--- config.mk ---
export PLATFORM = sky130hd
export DESIGN_NAME = mc_ctrl
export DESIGN_NICKNAME = d
export VERILOG_FILES = /design/src/rtl/mc_ctrl.sv
export SDC_FILE = /design/constraint.sdc
export NUM_CORES = 1
export LEC_CHECK = 0
export BUFFER_PORTS_ARGS = -buffer_cell sky130_fd_sc_hd__buf_2
export CELL_PAD_IN_SITES_DETAIL_PLACEMENT = 0
export CELL_PAD_IN_SITES_GLOBAL_PLACEMENT = 1
export CORE_ASPECT_RATIO = 0.9
export CORE_MARGIN = 8
export CORE_UTILIZATION = 30
export CTS_BUF_LIST = sky130_fd_sc_hd__clkbuf_4
export DETAILED_ROUTE_END_ITERATION = 8
export PLACE_DENSITY_LB_ADDON = 0.12
export SLEW_MARGIN = 10
export SYNTH_ARGS = -nofsm -noshare
export SYNTH_HDL_FRONTEND = slang
export SYNTH_SLANG_ARGS = --single-unit
--- constraint.sdc ---
create_clock -name clk -period 3.6 [get_ports clk]
set_clock_uncertainty 0.2 [all_clocks]
set_input_delay 0.36 -clock clk [delete_from_list [all_inputs] [get_ports clk]]
set_output_delay 0.36 -clock clk [all_outputs]
set_load 0.01 [all_outputs]
--- src/rtl/mc_ctrl.sv ---
// mc_ctrl: multi-cycle MIPS main controller (FETCH/DECODE/EXE/MEM/WB).
// In: clk, reset, opCode, func, zero, im_ready, dm_ready. Out: datapath controls, state, instr_done, illegal, instr_cnt.
module mc_ctrl (
  input  logic        clk,
  input  logic        reset,
  input  logic [5:0]  opCode,
  input  logic [5:0]  func,
  input  logic        zero,
  input  logic        im_ready,
  input  logic        dm_ready,
  output logic        PCWr,
  output logic        IRWr,
  output logic [2:0]  NPCOp,
  output logic [1:0]  A3Sel,
  output logic [1:0]  RFWDSel,
  output logic        RFWr,
  output logic        ExtOp,
  output logic        BSel,
  output logic [2:0]  ALUOp,
  output logic        DMWr,
  output logic [2:0]  state,
  output logic        instr_done,
  output logic        illegal,
  output logic [31:0] instr_cnt
);

  typedef enum logic [2:0] {
    S_FETCH  = 3'd0,
    S_DECODE = 3'd1,
    S_EXE    = 3'd2,
    S_MEM    = 3'd3,
    S_WB     = 3'd4
  } state_e;

  localparam logic [5:0] OP_R   = 6'b000000;
  localparam logic [5:0] OP_ORI = 6'b001101;
  localparam logic [5:0] OP_LUI = 6'b001111;
  localparam logic [5:0] OP_LW  = 6'b100011;
  localparam logic [5:0] OP_SW  = 6'b101011;
  localparam logic [5:0] OP_BEQ = 6'b000100;
  localparam logic [5:0] OP_J   = 6'b000010;
  localparam logic [5:0] OP_JAL = 6'b000011;
  localparam logic [5:0] FN_ADD = 6'b100000;
  localparam logic [5:0] FN_SUB = 6'b100010;
  localparam logic [5:0] FN_JR  = 6'b001000;

  state_e      state_q, state_d;
  logic [31:0] cnt_q, cnt_d;

  logic is_add, is_sub, is_jr, is_ori, is_lui;
  logic is_lw, is_sw, is_beq, is_j, is_jal;
  logic is_alu, legal;

  assign is_add = (opCode == OP_R) && (func == FN_ADD);
  assign is_sub = (opCode == OP_R) && (func == FN_SUB);
  assign is_jr  = (opCode == OP_R) && (func == FN_JR);
  assign is_ori = (opCode == OP_ORI);
  assign is_lui = (opCode == OP_LUI);
  assign is_lw  = (opCode == OP_LW);
  assign is_sw  = (opCode == OP_SW);
  assign is_beq = (opCode == OP_BEQ);
  assign is_j   = (opCode == OP_J);
  assign is_jal = (opCode == OP_JAL);

  assign is_alu = is_add | is_sub | is_ori | is_lui;
  assign legal  = is_alu | is_lw | is_sw | is_beq |
                  is_j | is_jal | is_jr;

  // Per-instruction datapath selects, held through EXE/MEM/WB.
  logic [2:0] sel_alu;
  logic       sel_b;
  logic       sel_ext;

  always_comb begin
    sel_alu = 3'b000;
    sel_b   = 1'b0;
    sel_ext = 1'b0;
    unique case (1'b1)
      is_sub: sel_alu = 3'b001;
      is_ori: begin
        sel_alu = 3'b011;
        sel_b   = 1'b1;
      end
      is_lui: begin
        sel_alu = 3'b100;
        sel_b   = 1'b1;
      end
      is_lw, is_sw: begin
        sel_b   = 1'b1;
        sel_ext = 1'b1;
      end
      is_beq: begin
        sel_alu = 3'b001;
        sel_ext = 1'b1;
      end
      default: ;
    endcase
  end

  always_comb begin
    state_d    = state_q;
    PCWr       = 1'b0;
    IRWr       = 1'b0;
    NPCOp      = 3'b000;
    A3Sel      = 2'b00;
    RFWDSel    = 2'b00;
    RFWr       = 1'b0;
    ExtOp      = 1'b0;
    BSel       = 1'b0;
    ALUOp      = 3'b000;
    DMWr       = 1'b0;
    instr_done = 1'b0;
    illegal    = 1'b0;
    unique case (state_q)
      S_FETCH: begin
        if (im_ready) begin
          IRWr    = 1'b1;
          PCWr    = 1'b1;
          state_d = S_DECODE;
        end
      end
      S_DECODE: begin
        if (is_j || is_jal) begin
          PCWr       = 1'b1;
          NPCOp      = 3'b010;
          instr_done = 1'b1;
          state_d    = S_FETCH;
          if (is_jal) begin
            RFWr    = 1'b1;
            A3Sel   = 2'b10;
            RFWDSel = 2'b10;
          end
        end else if (is_jr) begin
          PCWr       = 1'b1;
          NPCOp      = 3'b011;
          instr_done = 1'b1;
          state_d    = S_FETCH;
        end else if (!legal) begin
          illegal = 1'b1;
          state_d = S_FETCH;
        end else begin
          state_d = S_EXE;
        end
      end
      S_EXE: begin
        ALUOp = sel_alu;
        BSel  = sel_b;
        ExtOp = sel_ext;
        if (is_beq) begin
          PCWr       = zero;
          NPCOp      = zero ? 3'b001 : 3'b000;
          instr_done = 1'b1;
          state_d    = S_FETCH;
        end else if (is_lw || is_sw) begin
          state_d = S_MEM;
        end else if (is_alu) begin
          state_d = S_WB;
        end else begin
          state_d = S_FETCH;
        end
      end
      S_MEM: begin
        ALUOp = sel_alu;
        BSel  = sel_b;
        ExtOp = sel_ext;
        if (is_sw) begin
          DMWr = 1'b1;
          if (dm_ready) begin
            instr_done = 1'b1;
            state_d    = S_FETCH;
          end
        end else if (is_lw) begin
          if (dm_ready) state_d = S_WB;
        end else begin
          state_d = S_FETCH;
        end
      end
      S_WB: begin
        ALUOp      = sel_alu;
        BSel       = sel_b;
        ExtOp      = sel_ext;
        RFWr       = is_alu | is_lw;
        A3Sel      = (is_add | is_sub) ? 2'b01 : 2'b00;
        RFWDSel    = is_lw ? 2'b01 : 2'b00;
        instr_done = 1'b1;
        state_d    = S_FETCH;
      end
      default: state_d = S_FETCH;
    endcase

    // Reset suppresses every write so an abandoned instruction leaves no trace.
    if (reset) begin
      PCWr       = 1'b0;
      IRWr       = 1'b0;
      NPCOp      = 3'b000;
      RFWr       = 1'b0;
      DMWr       = 1'b0;
      instr_done = 1'b0;
      illegal    = 1'b0;
    end

    cnt_d = cnt_q + {31'd0, instr_done};
  end

  always_ff @(posedge clk) begin
    if (reset) begin
      state_q <= S_FETCH;
      cnt_q   <= 32'd0;
    end else begin
      state_q <= state_d;
      cnt_q   <= cnt_d;
    end
  end

  assign state     = state_q;
  assign instr_cnt = cnt_q;

endmodule
==> impl_metrics.py <==
metrics = {
    "outcome": {
        "status": "complete, no violations",
    },
    "clock_tree": {
        "clkTransAtPathRegs_ns": 0.11,
        "clk_latency_ns": 0.34,
        "clock_tree.buffer_depth": 2,
        "cts_setup_buffers": 0,
        "ctsRootBufferMaster": "clkbuf_4",
        "clkSinkCount": 35,
        "cts_tree": "built",
        "cts_hold_buf": 0,
        "htree_levels": 2,
        "numCtsBuffers": 5,
    },
    "detailed_routing": {
        "viasPerCell": 5.222,
        "first_pass_iters": 4,
        "initialDrtViolationCount": 78,
        "vias": 2183,
        "wl_per_cell_um": 14.61,
        "wirelength_mm": 6.107,
        "drc": 0,
        "antenna_left": 0,
    },
    "synthesis": {
        "synthTopCellsByArea": "dfxtp_1, a21oi_1, or4_1",
        "synth_flop_cell": "dfxtp_1",
        "synth.most_common_cell": "dfxtp_1",
        "syn_inst": 258,
        "ys_seq_elements": 35,
        "synth_edf_count": 0,
        "synth_area_per_cell_um2": 7.890,
        "async_flop_share_pct": 0,
        "yosysTopAreaCell": "dfxtp_1",
        "yosys.cell_types.count": 43,
        "yosysWarnings": 0,
        "synth_top_cells_by_count": "dfxtp_1, a21oi_1, nor2_1",
        "seq_area_frac_synth_pct": 34.42,
        "syn-num-nets": 277,
        "syn_area_um2": 2036,
        "synth_top_area_share_pct": 34.42,
    },
    "pwr": {
        "internal_power_mw": 0.4920,
        "power.density_nw_per_um2": 258.9,
        "pwr-share-clk_pct": 32.8,
        "p_total_mw": 0.6615,
        "p_sw_share_pct": 25.63,
        "irDropWorstVdd_v": 0.0001069,
        "p_leak_nw": 1.015,
        "pwr-share-comb_pct": 8.6,
        "switchingPower_mw": 0.1696,
        "p_seq_share_pct": 58.7,
    },
    "timing": {
        "max_freq_mhz": 302.3,
        "finalCriticalPeriod_ns": 3.308,
        "setup_viol": 0,
        "rsz0062_at_grt": "no",
        "period_share_pct": 91.88,
        "drv_slew": 0,
        "fin_ws_ns": 0.2922,
        "finalHoldViolCount": 0,
    },
    "worst_setup_path": {
        "path_common_cell": "ha_1",
        "reg2reg_slack_ns": 0.29,
        "crit_type": "flop to flop",
        "path_cells": "or3b_2, or2_2, o2bb2ai_1, a22o_1, ha_1, ha_1, and3_1, nand3_2, or4_1, a21oi_1",
        "crit_arrival_ns": 3.39,
        "slowest_stage": "or4_1",
        "worstPathRequired_ns": 3.68,
        "max_stage_delay_ns": 0.53,
        "cp-end-kind": "flop",
        "crit_path_max_fanout": 12,
        "startpoint_type": "flop",
    },
    "finish": {
        "antennaDiodeCount": 0,
        "nets": 346,
        "area_growth_pct": 25.51,
        "fillers": 747,
        "layout-drive-gt1-share_pct": 28.35,
    },
    "min_path": {
        "hold_path.class": "input pin to flop",
    },
    "floorplanning": {
        "fp.dieW_um": 102.8,
        "initial_core_util_pct": 30.91,
        "rows": 28,
        "die_area_um2": 9681,
        "io-pin-count": 70,
        "die-height_um": 94.15,
        "core_um2": 6586,
    },
    "global_route": {
        "grt_pass1_vias": 2049,
        "grt_usage_pct": 12.97,
        "antenna_found_initial": 0,
        "gr-total-overflow": 0,
        "grt_max_degree": 27,
        "grt_pass1_wl_mm": 10.11,
    },
    "placement": {
        "pre_cts_ws_ns": -0.03503,
        "portBuffers": 68,
        "hpwl_mm": 4.612,
        "gp_congestion": 0.8218,
    },
    "run": {
        "maxCapViolations": 0,
    },
}
layout by cell type, fill, tap and decap left out, types with 6 or more instances in the layout:
master / n
a21oi_1: 27
nor2_1: 19
dfxtp_1: 35
nand4_1: 10
or3_1: 11
xor2_1: 6
buf_4: 10
nand2_1: 17
o21ai_0: 11
nand3_1: 9
buf_2: 68
clkbuf_4: 6
nor3_1: 7
or4_1: 14
o31ai_1: 12
cells by family (layout without fill, tap and decap cells):
family                     Yosys count  count (layout)  share of synthesized area (%)
other                                1               1                         0.1842
DFF                                 35              35                          34.42
xor gates and xnor gates            10              10                          4.302
adders and majority gates            2               2                          1.229
buffers and inverters               21              91                          4.425
AOI/OAI and AO/OA                   63              63                          19.18
and+or+nand+nor                    126             126                          36.26
power by group through the flow:
stage | clock [mW] | combinational, mW | sequential [mW]
after floorplan | 0 | 0.0295 | 0.398
after global placement | 0 | 0.0573 | 0.397
after detailed placement | 0 | 0.0567 | 0.397
after CTS | 0.234 | 0.0569 | 0.388
after global routing | 0.252 | 0.0628 | 0.389
final | 0.217 | 0.0566 | 0.388
area by class of cell:
type                            count  area (µm²)  share of cell area [%]
Clock buffer                        6       45.04                   1.763
Clock inverter                      2       12.51                  0.4897
Inverter                            5       18.77                  0.7346
Multi-Input combinational cell    202        1250                   48.92
Sequential cell                    35       700.7                   27.42
Tap cell                           90       112.6                   4.407
Timing Repair Buffer               78       415.4                   16.26
final timing paths:
check,start,cells after the start,to
setup / recovery,state[0]$_SDFFE_PP0P_,10,instr_cnt[30]$_SDFF_PP0_
hold / removal,dm_ready,3,state[2]$_SDFFE_PP0P_
setup reg to reg,state[0]$_SDFFE_PP0P_,10,instr_cnt[30]$_SDFF_PP0_
hold reg to reg,instr_cnt[31]$_SDFF_PP0_,2,instr_cnt[31]$_SDFF_PP0_
critical path, delay by kind of cell, from the launching register on:
| family | cells | cell delay (ns) |
|---|---|---|
| simple gates | 5 | 1.86 |
| compound gates | 3 | 0.45 |
| fa+ha+maj | 2 | 0.41 |
| flops | 1 | 0.34 |
repair_timing:
item                                    CTS  global route
hold endpoints to repair                  0             0
resized for setup                         0             1
endpoints found under the setup margin    0             6
layer usage:
metal,vias to the layer above,wire [µm],GRT usage (%)
met1,1015,3008,17.17
met3,7,363,4.148
li1,1105,-,-
met4,0,74,4.332
met2,56,2661,19.30
met5,-,0,0
stage by stage:
| stage | utilization, % | std cells | setup TNS, ns | hold WS (ns) | cell area [µm²] |
|---|---|---|---|---|---|
| final | 38.79 | 418 | 0 | 0.1290 | 2555 |
| after global routing | 38.79 | 418 | 0 | 0.1393 | 2555 |
| after CTS | 38.72 | 418 | 0 | 0.1070 | 2550 |
| after detailed placement | 37.84 | 410 | -0.1363 | 0.2782 | 2492 |
| after global placement | 37.84 | 410 | 0 | 0.2639 | 2492 |
| after floorplan | - | 258 | 0 | 0.2959 | 2036 |
sequential cells by signal, summed over array words and instances, names as in the netlist:
signal,count
instr_cnt,32
state,3
No activity file was read; power rests on OpenSTA's default activity.
